**src/rtl/agc_monitor_injector.sv**
```systemverilog
// agc_monitor_injector
//
// Test-set stage that drives the AGC monitor inputs. Words arrive on a
// valid/ready interface and queue in a small FIFO. Each word is presented on
// MDT with MON_n low. After a setup delay the block waits for the AGC
// end-of-memory-cycle pulse (t12) and then issues an MSTRTP strobe. The word
// stays on the bus for a hold period and is then removed. One MON_n-high gap
// cycle always separates consecutive words. While MSTP is high, the block
// stalls before strobing.
//
// Optional build macro:
//   AGC_MON_PARITY_EN  - when defined, MONPAR carries odd parity of MDT.
//                        When undefined, MONPAR is tied low.
//
// Ports:
//   CLOCK       system clock (rising edge)
//   SIM_RST_n   asynchronous active-low reset
//   in_valid    word offered
//   in_ready    FIFO can accept a word
//   in_data     word to send (bit 0 -> MDT01, bit 15 -> MDT16)
//   t12         one-cycle end-of-memory-cycle pulse from the AGC
//   mstp_req    level request to hold the AGC stopped
//   flush       synchronous FIFO clear; aborts a word not yet strobed
//   MDT         monitor data bus
//   MONPAR      monitor parity
//   MSTRTP      monitor start strobe
//   MSTP        mstp_req delayed by one cycle
//   MON_n       low while a word is presented
//   busy        sequencer is not idle
//   fifo_count  FIFO occupancy
//   words_sent  count of completed strobes (wraps)
module agc_monitor_injector #(
  parameter int DEPTH      = 4,
  parameter int SETUP_CYC  = 2,
  parameter int STROBE_CYC = 1,
  parameter int HOLD_CYC   = 2
) (
  input  logic                     CLOCK,
  input  logic                     SIM_RST_n,
  input  logic                     in_valid,
  output logic                     in_ready,
  input  logic [15:0]              in_data,
  input  logic                     t12,
  input  logic                     mstp_req,
  input  logic                     flush,
  output logic [15:0]              MDT,
  output logic                     MONPAR,
  output logic                     MSTRTP,
  output logic                     MSTP,
  output logic                     MON_n,
  output logic                     busy,
  output logic [$clog2(DEPTH):0]   fifo_count,
  output logic [15:0]              words_sent
);

  localparam int PTR_W   = $clog2(DEPTH);
  localparam int CNT_MAX = (SETUP_CYC > STROBE_CYC)
                           ? ((SETUP_CYC > HOLD_CYC) ? SETUP_CYC : HOLD_CYC)
                           : ((STROBE_CYC > HOLD_CYC) ? STROBE_CYC : HOLD_CYC);
  localparam int CNT_W   = $clog2(CNT_MAX + 1);

  typedef enum logic [2:0] {
    IDLE   = 3'd0,
    SETUP  = 3'd1,
    ARM    = 3'd2,
    STROBE = 3'd3,
    HOLD   = 3'd4,
    GAP    = 3'd5
  } state_t;

`ifdef AGC_MON_PARITY_EN
  // Odd parity: the 16 data bits plus the parity bit hold an odd number of ones.
  function automatic logic odd_parity(input logic [15:0] w);
    return ~^w;
  endfunction
`endif

  // FIFO storage and pointers
  logic [15:0]      mem [DEPTH];
  logic [PTR_W-1:0] wr_ptr, rd_ptr;
  logic [15:0]      head;
  logic             push, pop;

  assign in_ready = (fifo_count < (PTR_W+1)'(DEPTH));
  // A flush discards any word offered in the same cycle.
  assign push     = in_valid && in_ready && !flush;
  assign head     = mem[rd_ptr];

  always_ff @(posedge CLOCK) begin
    if (push) mem[wr_ptr] <= in_data;
  end

  always_ff @(posedge CLOCK or negedge SIM_RST_n) begin
    if (!SIM_RST_n) begin
      wr_ptr     <= '0;
      rd_ptr     <= '0;
      fifo_count <= '0;
    end else if (flush) begin
      wr_ptr     <= '0;
      rd_ptr     <= '0;
      fifo_count <= '0;
    end else begin
      if (push) wr_ptr <= wr_ptr + PTR_W'(1);
      if (pop)  rd_ptr <= rd_ptr + PTR_W'(1);
      unique case ({push, pop})
        2'b10:   fifo_count <= fifo_count + (PTR_W+1)'(1);
        2'b01:   fifo_count <= fifo_count - (PTR_W+1)'(1);
        default: fifo_count <= fifo_count;
      endcase
    end
  end

  // Sequencer state and registered monitor outputs
  state_t           state, state_nxt;
  logic [CNT_W-1:0] cnt, cnt_nxt;
  logic [15:0]      mdt_nxt, ws_nxt;
  logic             monpar_nxt, mstrtp_nxt, mon_n_nxt;

  always_ff @(posedge CLOCK or negedge SIM_RST_n) begin
    if (!SIM_RST_n) begin
      state      <= IDLE;
      cnt        <= '0;
      MDT        <= '0;
      MONPAR     <= 1'b0;
      MSTRTP     <= 1'b0;
      MSTP       <= 1'b0;
      MON_n      <= 1'b1;
      words_sent <= '0;
    end else begin
      state      <= state_nxt;
      cnt        <= cnt_nxt;
      MDT        <= mdt_nxt;
      MONPAR     <= monpar_nxt;
      MSTRTP     <= mstrtp_nxt;
      MSTP       <= mstp_req;
      MON_n      <= mon_n_nxt;
      words_sent <= ws_nxt;
    end
  end

  assign busy = (state != IDLE);

  always_comb begin
    state_nxt  = state;
    cnt_nxt    = cnt;
    mdt_nxt    = MDT;
    monpar_nxt = MONPAR;
    mstrtp_nxt = MSTRTP;
    mon_n_nxt  = MON_n;
    ws_nxt     = words_sent;
    pop        = 1'b0;

    unique case (state)
      IDLE: begin
        if ((fifo_count != '0) && !flush) begin
          pop        = 1'b1;
          mdt_nxt    = head;
`ifdef AGC_MON_PARITY_EN
          monpar_nxt = odd_parity(head);
`else
          monpar_nxt = 1'b0;
`endif
          mon_n_nxt  = 1'b0;
          cnt_nxt    = CNT_W'(SETUP_CYC);
          state_nxt  = SETUP;
        end
      end

      SETUP: begin
        if (flush) begin
          // Abort before the strobe: the word is withdrawn and not counted.
          mdt_nxt    = '0;
          monpar_nxt = 1'b0;
          mon_n_nxt  = 1'b1;
          state_nxt  = GAP;
        end else if (cnt == CNT_W'(1)) begin
          state_nxt  = ARM;
        end else begin
          cnt_nxt    = cnt - CNT_W'(1);
        end
      end

      ARM: begin
        if (flush) begin
          mdt_nxt    = '0;
          monpar_nxt = 1'b0;
          mon_n_nxt  = 1'b1;
          state_nxt  = GAP;
        end else if (t12 && !MSTP) begin
          mstrtp_nxt = 1'b1;
          cnt_nxt    = CNT_W'(STROBE_CYC);
          state_nxt  = STROBE;
        end
      end

      STROBE: begin
        if (cnt == CNT_W'(1)) begin
          mstrtp_nxt = 1'b0;
          ws_nxt     = words_sent + 16'd1;
          cnt_nxt    = CNT_W'(HOLD_CYC);
          state_nxt  = HOLD;
        end else begin
          cnt_nxt    = cnt - CNT_W'(1);
        end
      end

      HOLD: begin
        if (cnt == CNT_W'(1)) begin
          mdt_nxt    = '0;
          monpar_nxt = 1'b0;
          mon_n_nxt  = 1'b1;
          state_nxt  = GAP;
        end else begin
          cnt_nxt    = cnt - CNT_W'(1);
        end
      end

      GAP: begin
        state_nxt = IDLE;
      end

      default: begin
        state_nxt = IDLE;
      end
    endcase
  end

endmodule

```
**config.mk**
```make
export PLATFORM = sky130hd
export DESIGN_NAME = agc_monitor_injector
export DESIGN_NICKNAME = d
export VERILOG_FILES = /design/src/rtl/agc_monitor_injector.sv
export SDC_FILE = /design/constraint.sdc
export NUM_CORES = 1
export LEC_CHECK = 0
export CORE_ASPECT_RATIO = 1.1
export CORE_MARGIN = 2
export CORE_UTILIZATION = 50
export CTS_BUF_LIST = sky130_fd_sc_hd__clkbuf_16
export CTS_CLUSTER_DIAMETER = 40
export DETAILED_ROUTE_END_ITERATION = 6
export GPL_ROUTABILITY_DRIVEN = 0
export GPL_TIMING_DRIVEN = 1
export PLACE_DENSITY = 0.83
export SYNTH_ARGS = -nofsm -noshare
export SYNTH_HDL_FRONTEND = slang
export SYNTH_SLANG_ARGS = --single-unit
```
**constraint.sdc**
```tcl
create_clock -name CLOCK -period 6.1 [get_ports CLOCK]
set_input_delay 0.915 -clock CLOCK [delete_from_list [all_inputs] [get_ports CLOCK]]
set_output_delay 0.915 -clock CLOCK [all_outputs]
set_load 0.005 [all_outputs]
```
# [Word level (Yosys, flattened, before mapping)]
# Memory sizes are Yosys's and may differ from the RTL's.
# Index checks and enable logic that the tools add are counted.
[word_totals] register_bits=48 latch_bits=0 mem_bits_rw=64 rom_bits=0 in_bits=22 out_inout_bits=41 wordCells=95 n_memories=1
[classes] add_sub_neg=6 mul=0 div=0 magnitude_cmp=1 eq_ne=16 shift=0 muxes=39 bitwise=0 reduce_logical=21
[memory_table] memory="mem" words=4 width=16 rd=1 rd_ports_with_merged_regs=0 write_ports=1 line_no="79" rtl="logic [15:0] mem [DEPTH];"
[ops] op="$mux 16" n=3
[ops] op="$pmux 16 s3" n=1
[ops] op="$mux 3" n=8
[ops] op="$mux 2" n=10
[ops] op="$add 16x1->16 const B" n=1
[ops] op="$pmux 3 s5" n=1
[ops] op="$ne 2x2->1 const B" n=6
[ops] op="$reduce_bool 3->1" n=4
[ops] op="$mux 1" n=11
[ops] op="$pmux 2 s5" n=1
[ops] op="$reduce_and 5->1" n=2
[ops] op="$reduce_and 4->1" n=2
[ops] op="$eq 3x2->1 const B" n=2
[ops] op="$ne 3x3->1 const B" n=2
[ops] op="$pmux 1 s3" n=2
[ops] op="$pmux 3 s2" n=1
[ops] op="$reduce_bool 2->1" n=3
[ops] op="$reduce_bool 5->1" n=1
[ops] op="$add 2x1->2 const B" n=2
[ops] op="$eq 2x1->1 const B" n=2
[ops] op="$logic_and 1x1->1" n=4
[ops] op="$add 3x1->3 const B" n=1
[ops] op="$eq 3x1->1 const B" n=1
[ops] op="$eq 3x3->1 const B" n=1
[ops] op="10 further kinds" n=11

# [Logic depth before layout (Yosys ltp)]
[depth] ltp_word=7 mapped_depth=8 mapped_depth_nobuf=6

# [Worst setup path after synthesis]
# Ideal clock, no wire load.
[synth_path] path_kind="input port to flip-flop" startpoint="in in_valid" endpoint="reg fifo_count[2]" arrival_time_ns=2.439 required_ns=6.018 setup_slack_ns=3.578 cell_stages=6 cell_sequence="nor2b_1 clkbuf_1 nor3_1 fa_1 or4_1 a31oi_1"
[synth_via] elab_chain_cells=5 elab_cells_between_ends=7
[synth_rtl] element="from (decl)" line_no="40" rtl="input logic in_valid,"
[synth_rtl] element="$logic_and 1x1->1 * (2 in a row)" line_no="86" rtl="assign push = in_valid && in_ready && !flush;"
[synth_rtl] element="$eq 2x1->1 / $eq 2x2->1 (equally long branches)" line_no="105" rtl="unique case ({push, pop})"
[synth_rtl] element="$pmux 3 s2" line_no="105"
[synth_rtl] element="$mux 3" line_no="98" rtl="end else if (flush) begin"
[synth_rtl] element="to (signal assigned)" line_no="106" rtl="2'b10: fifo_count <= fifo_count + (PTR_W+1)'(1);"
[synth_rtl] element="to (signal assigned)" line_no="107" rtl="2'b01: fifo_count <= fifo_count - (PTR_W+1)'(1);"
[synth_rtl] element="to (signal assigned)" line_no="108" rtl="default: fifo_count <= fifo_count;"
[synth_rtl] element="to (decl)" line_no="52" rtl="output logic [$clog2(DEPTH):0] fifo_count,"
# Every way passes the cells marked *; elsewhere a longest branch is shown, timed or not.
# A chain may end at the register's enable or synchronous reset.

# [Worst setup path after layout]
# Ends and elaborated chain as after synthesis.

==> results.rst <==
.. list-table::
   :header-rows: 1

   * - Metric
     - Value
   * - TritonCTS clock tree
     - done
   * - Fraction of synthesized area in multiplexers
     - 8.36%
   * - Post-place instance area
     - about 0.0052 sq mm
   * - Synth warnings
     - 0
   * - Die height
     - between 100 and 150 um
   * - Type of the tightest min-delay check
     - reg2reg
   * - Number of cells on the worst reg-to-reg path
     - 6
   * - Routed metal-1 wirelength
     - about 3600 um
   * - Post-layout minimum cycle time
     - 3000 ps
   * - Setup repair after global routing missed its margin
     - false
   * - Global-route congestion overflow total
     - 0
   * - Portion of the post-synthesis area used by sequential elements
     - 67.7%
   * - Cells after synthesis
     - 291
   * - Total negative slack
     - 0 ps
   * - Share of cells above drive strength 1
     - around 10%
   * - Via count of the first global-routing pass
     - 2694
   * - HPWL after detailed placement
     - 5460 um
   * - Peak ir drop on the vdd network
     - 236 uV
   * - Reg clk slew, reported paths
     - 80 ps
   * - Largest family of logic cells by synthesized area
     - multiplexers
   * - Register-to-register path setup slack
     - 3650 ps
   * - Data arrival, critical path
     - roughly 3300 ps
   * - Worst Setup Slack post-DPL
     - 2770 ps
   * - Ys async rst share
     - a little over two fifths
   * - Count of unresolved DRC violations after routing
     - 0
   * - Via density
     - 5.69
   * - Metal2 WL
     - 4550 um
   * - Number of DRC markers after the initial detailed-route iteration
     - around 130
   * - Final WS setup
     - 3100 ps
   * - Non-filler cells, final
     - 466
   * - Worst-skew pair later-pin latency
     - roughly 340 ps
   * - Std-Cell Core Area
     - 0.00887 sq mm
   * - R2R Path End
     - fifo_count[2]$_DFFE_PN0P_
   * - Amount of wire on met3 after detailed routing
     - around 420 um
   * - First-pass GRT wire length
     - about 14000 um
   * - Clock Skews
     - 11.3 ps
   * - Fraction of the cycle the final worst path needs
     - 49.1%
   * - Layout filler cell count
     - 665
   * - Setup-violating endpoint count in the final report
     - 0
   * - Hold Fails Final Rpt
     - 0
   * - Worst-path maximum fanout
     - 11
   * - Number of cells upsized or downsized after cts
     - 0
   * - Total Wirelength
     - 8640 um
   * - Number of enable-type register cells in the synthesized netlist
     - 64
   * - Post-synthesis share of cell area spent on full adders, half adders and majority gates
     - 2.35%
   * - CTS buffer count
     - 9
   * - Most frequent standard cell in the layout excluding fill and tap cells
     - edfxtp_1
   * - Netlist area before placement
     - 0.00458 sq mm
   * - Starting density of the core
     - 51.6%
   * - Cell area after layout
     - 0.00552 sq mm
   * - CTS sink cnt
     - about 110
   * - Ant. Diodes
     - 0
   * - Commonest cells after routing, fill and taps aside
     - edfxtp_1, clkdlybuf4s50_1, dfrtp_1
   * - Number of cell rows
     - 36
   * - Compound-Gate Fraction of Synth Area
     - roughly 6.7%
   * - Average wire per standard cell
     - between 15 and 20 um
   * - Area share of and/or/nand/nor cells after synthesis
     - 8.14%
   * - Pin count of the biggest net entering global routing
     - 48
   * - Final slew viol count
     - 0
   * - XOR/XNOR share of the synthesized area
     - 3.83%
   * - Post-layout nets
     - roughly 380
   * - Number of buffers on the longest clock path
     - 2
   * - Reg2reg start
     - fifo_count[2]$_DFFE_PN0P_
   * - Most instantiated flip-flop cell in the synthesis netlist
     - edfxtp_1
   * - CP required
     - 6350 ps
   * - Final standard cell utilization of the core
     - 62.2%
   * - Detail Route Antenna Nets
     - 0
   * - Synth unique cells
     - 52
   * - Mean instance size in the synthesized netlist
     - 15.7 sq um
   * - LEAKAGE
     - 2.09 nW
   * - Kind of launch point of the worst setup path
     - primary input
   * - Overall power
     - 2.14 mW
   * - Die footprint
     - around 0.01 sq mm
   * - Port Buf Inserts
     - a little over 60
   * - Slew at the pin with the worst max-slew slack
     - 1110 ps
   * - Critical Path End Type
     - flip-flop
   * - Worst setup path category
     - in2reg
   * - Count of state elements after synthesis
     - 111
   * - Timing endpoint of the critical path
     - fifo_count[2]$_DFFE_PN0P_
   * - Startpoint of the worst setup timing path
     - in_valid
   * - H-Tree Depth
     - 3
   * - I/O pin cnt
     - between 60 and 70
   * - Synthesized Nets
     - 321
   * - Area growth from synthesis to layout
     - 20.5%
   * - Upper clock frequency limit
     - 334 MHz
   * - Buffer count from post-CTS setup fixing
     - 0
   * - Result of the run
     - finished, final reports clean
   * - Number of detailed-route iterations in the first pass
     - 4
   * - Overall global routing resource usage
     - 18.2%
   * - Cell count after placement
     - 450
   * - MaxCap Viol Count
     - 0
   * - DR top layer
     - met4
   * - Hold buffer count at CTS
     - 0
   * - Worst hold-check slack
     - 479 ps
   * - Worst-case headroom to the max-slew limit
     - about a quarter
   * - Number of antenna violations at the first check in global routing
     - 0
   * - Power per Cell Area
     - ~390 mW/mm^2
   * - Via count of the routed design
     - around 2700
   * - Library cell used as clock root buffer
     - clkbuf_16
   * - Die Wd
     - around 95 um
registers in the layout, summed over array words and instances (netlist names), 2 cells and up:
| signal | cells |
|---|---|
| cnt | 2 |
| MDT | 16 |
| state | 3 |
| words_sent | 16 |
| mem | 64 |
| rd_ptr | 2 |
| fifo_count | 3 |
| wr_ptr | 2 |
kinds of logic after synthesis:
kind of cell / Yosys count
and+or+nand+nor: 66
DFF: 111
other: 1
muxes: 18
buffers and inverters: 25
xor gates and xnor gates: 20
AOI/OAI and AO/OA: 42
adders and majority gates: 8
per-layer routing:
layer,vias up,global-route usage (%)
li1,1207,-
met1,1365,23.9
met2,74,30.4
met3,7,4.06
met4,0,4.97
met5,-,0
where the power goes:
part / leakage [nW] / total (mW) / internal, mW / switching [mW]
clock network: 0.139 / 0.563 / 0.287 / 0.277
registers: 1.20 / 1.03 / 0.909 / 0.125
logic: 0.742 / 0.543 / 0.312 / 0.231
worst min-delay path by stage:
stage / start / end / slack (ps) / depth (start not counted)
2_1_floorplan: MON_n$_DFFE_PN1P_ / MON_n$_DFFE_PN1P_ / 450 / 2
3_3_place_gp: words_sent[15]$_DFFE_PN0P_ / words_sent[15]$_DFFE_PN0P_ / 460 / 1
3_5_place_dp: MON_n$_DFFE_PN1P_ / MON_n$_DFFE_PN1P_ / 480 / 2
4_1_cts: MON_n$_DFFE_PN1P_ / MON_n$_DFFE_PN1P_ / 490 / 2
5_1_grt: words_sent[9]$_DFFE_PN0P_ / words_sent[9]$_DFFE_PN0P_ / 510 / 1
6_report: MON_n$_DFFE_PN1P_ / MON_n$_DFFE_PN1P_ / 480 / 2
cell usage after synthesis (all sizes together) (2+ instances only):
cell type / instances / area share [%]
a211oi: 2 / 0.33
a21oi: 4 / 0.44
a22o: 16 / 3.1
a31oi: 4 / 0.55
and2: 2 / 0.27
and3: 8 / 1.2
and4: 3 / 0.57
buf: 9 / 1.5
clkbuf: 7 / 0.57
dfrtp: 46 / 25
edfxtp: 64 / 42
ha: 7 / 1.9
inv: 9 / 0.74
mux2: 2 / 0.49
mux4: 16 / 7.9
nand2: 19 / 1.6
nand3: 7 / 0.76
nand4: 2 / 0.27
nor2: 8 / 0.66
nor2b: 3 / 0.41
nor3: 5 / 0.79
o211ai: 2 / 0.33
o21a: 2 / 0.33
o21ai: 5 / 0.55
xnor2: 16 / 3.1
xor2: 4 / 0.76
layout make-up:
type	count	area (sq um)	share of cell area (%)
sequential	111	3100	56.1
multi-input combinational	155	1350	24.5
timing repair buffer	61	606	11.0
clock buffer	9	225	4.08
tap	114	143	2.58
clock inverter	7	62.6	1.13
inverter	9	33.8	0.612
critical path, stage by stage:
cell             delay [ps]
clkdlybuf4s50_1         480
nor2b_1                 580
nor3_1                  130
fa_1                    410
or4_1                   550
a31oi_1                 170
(Power assumes the default switching activity.)
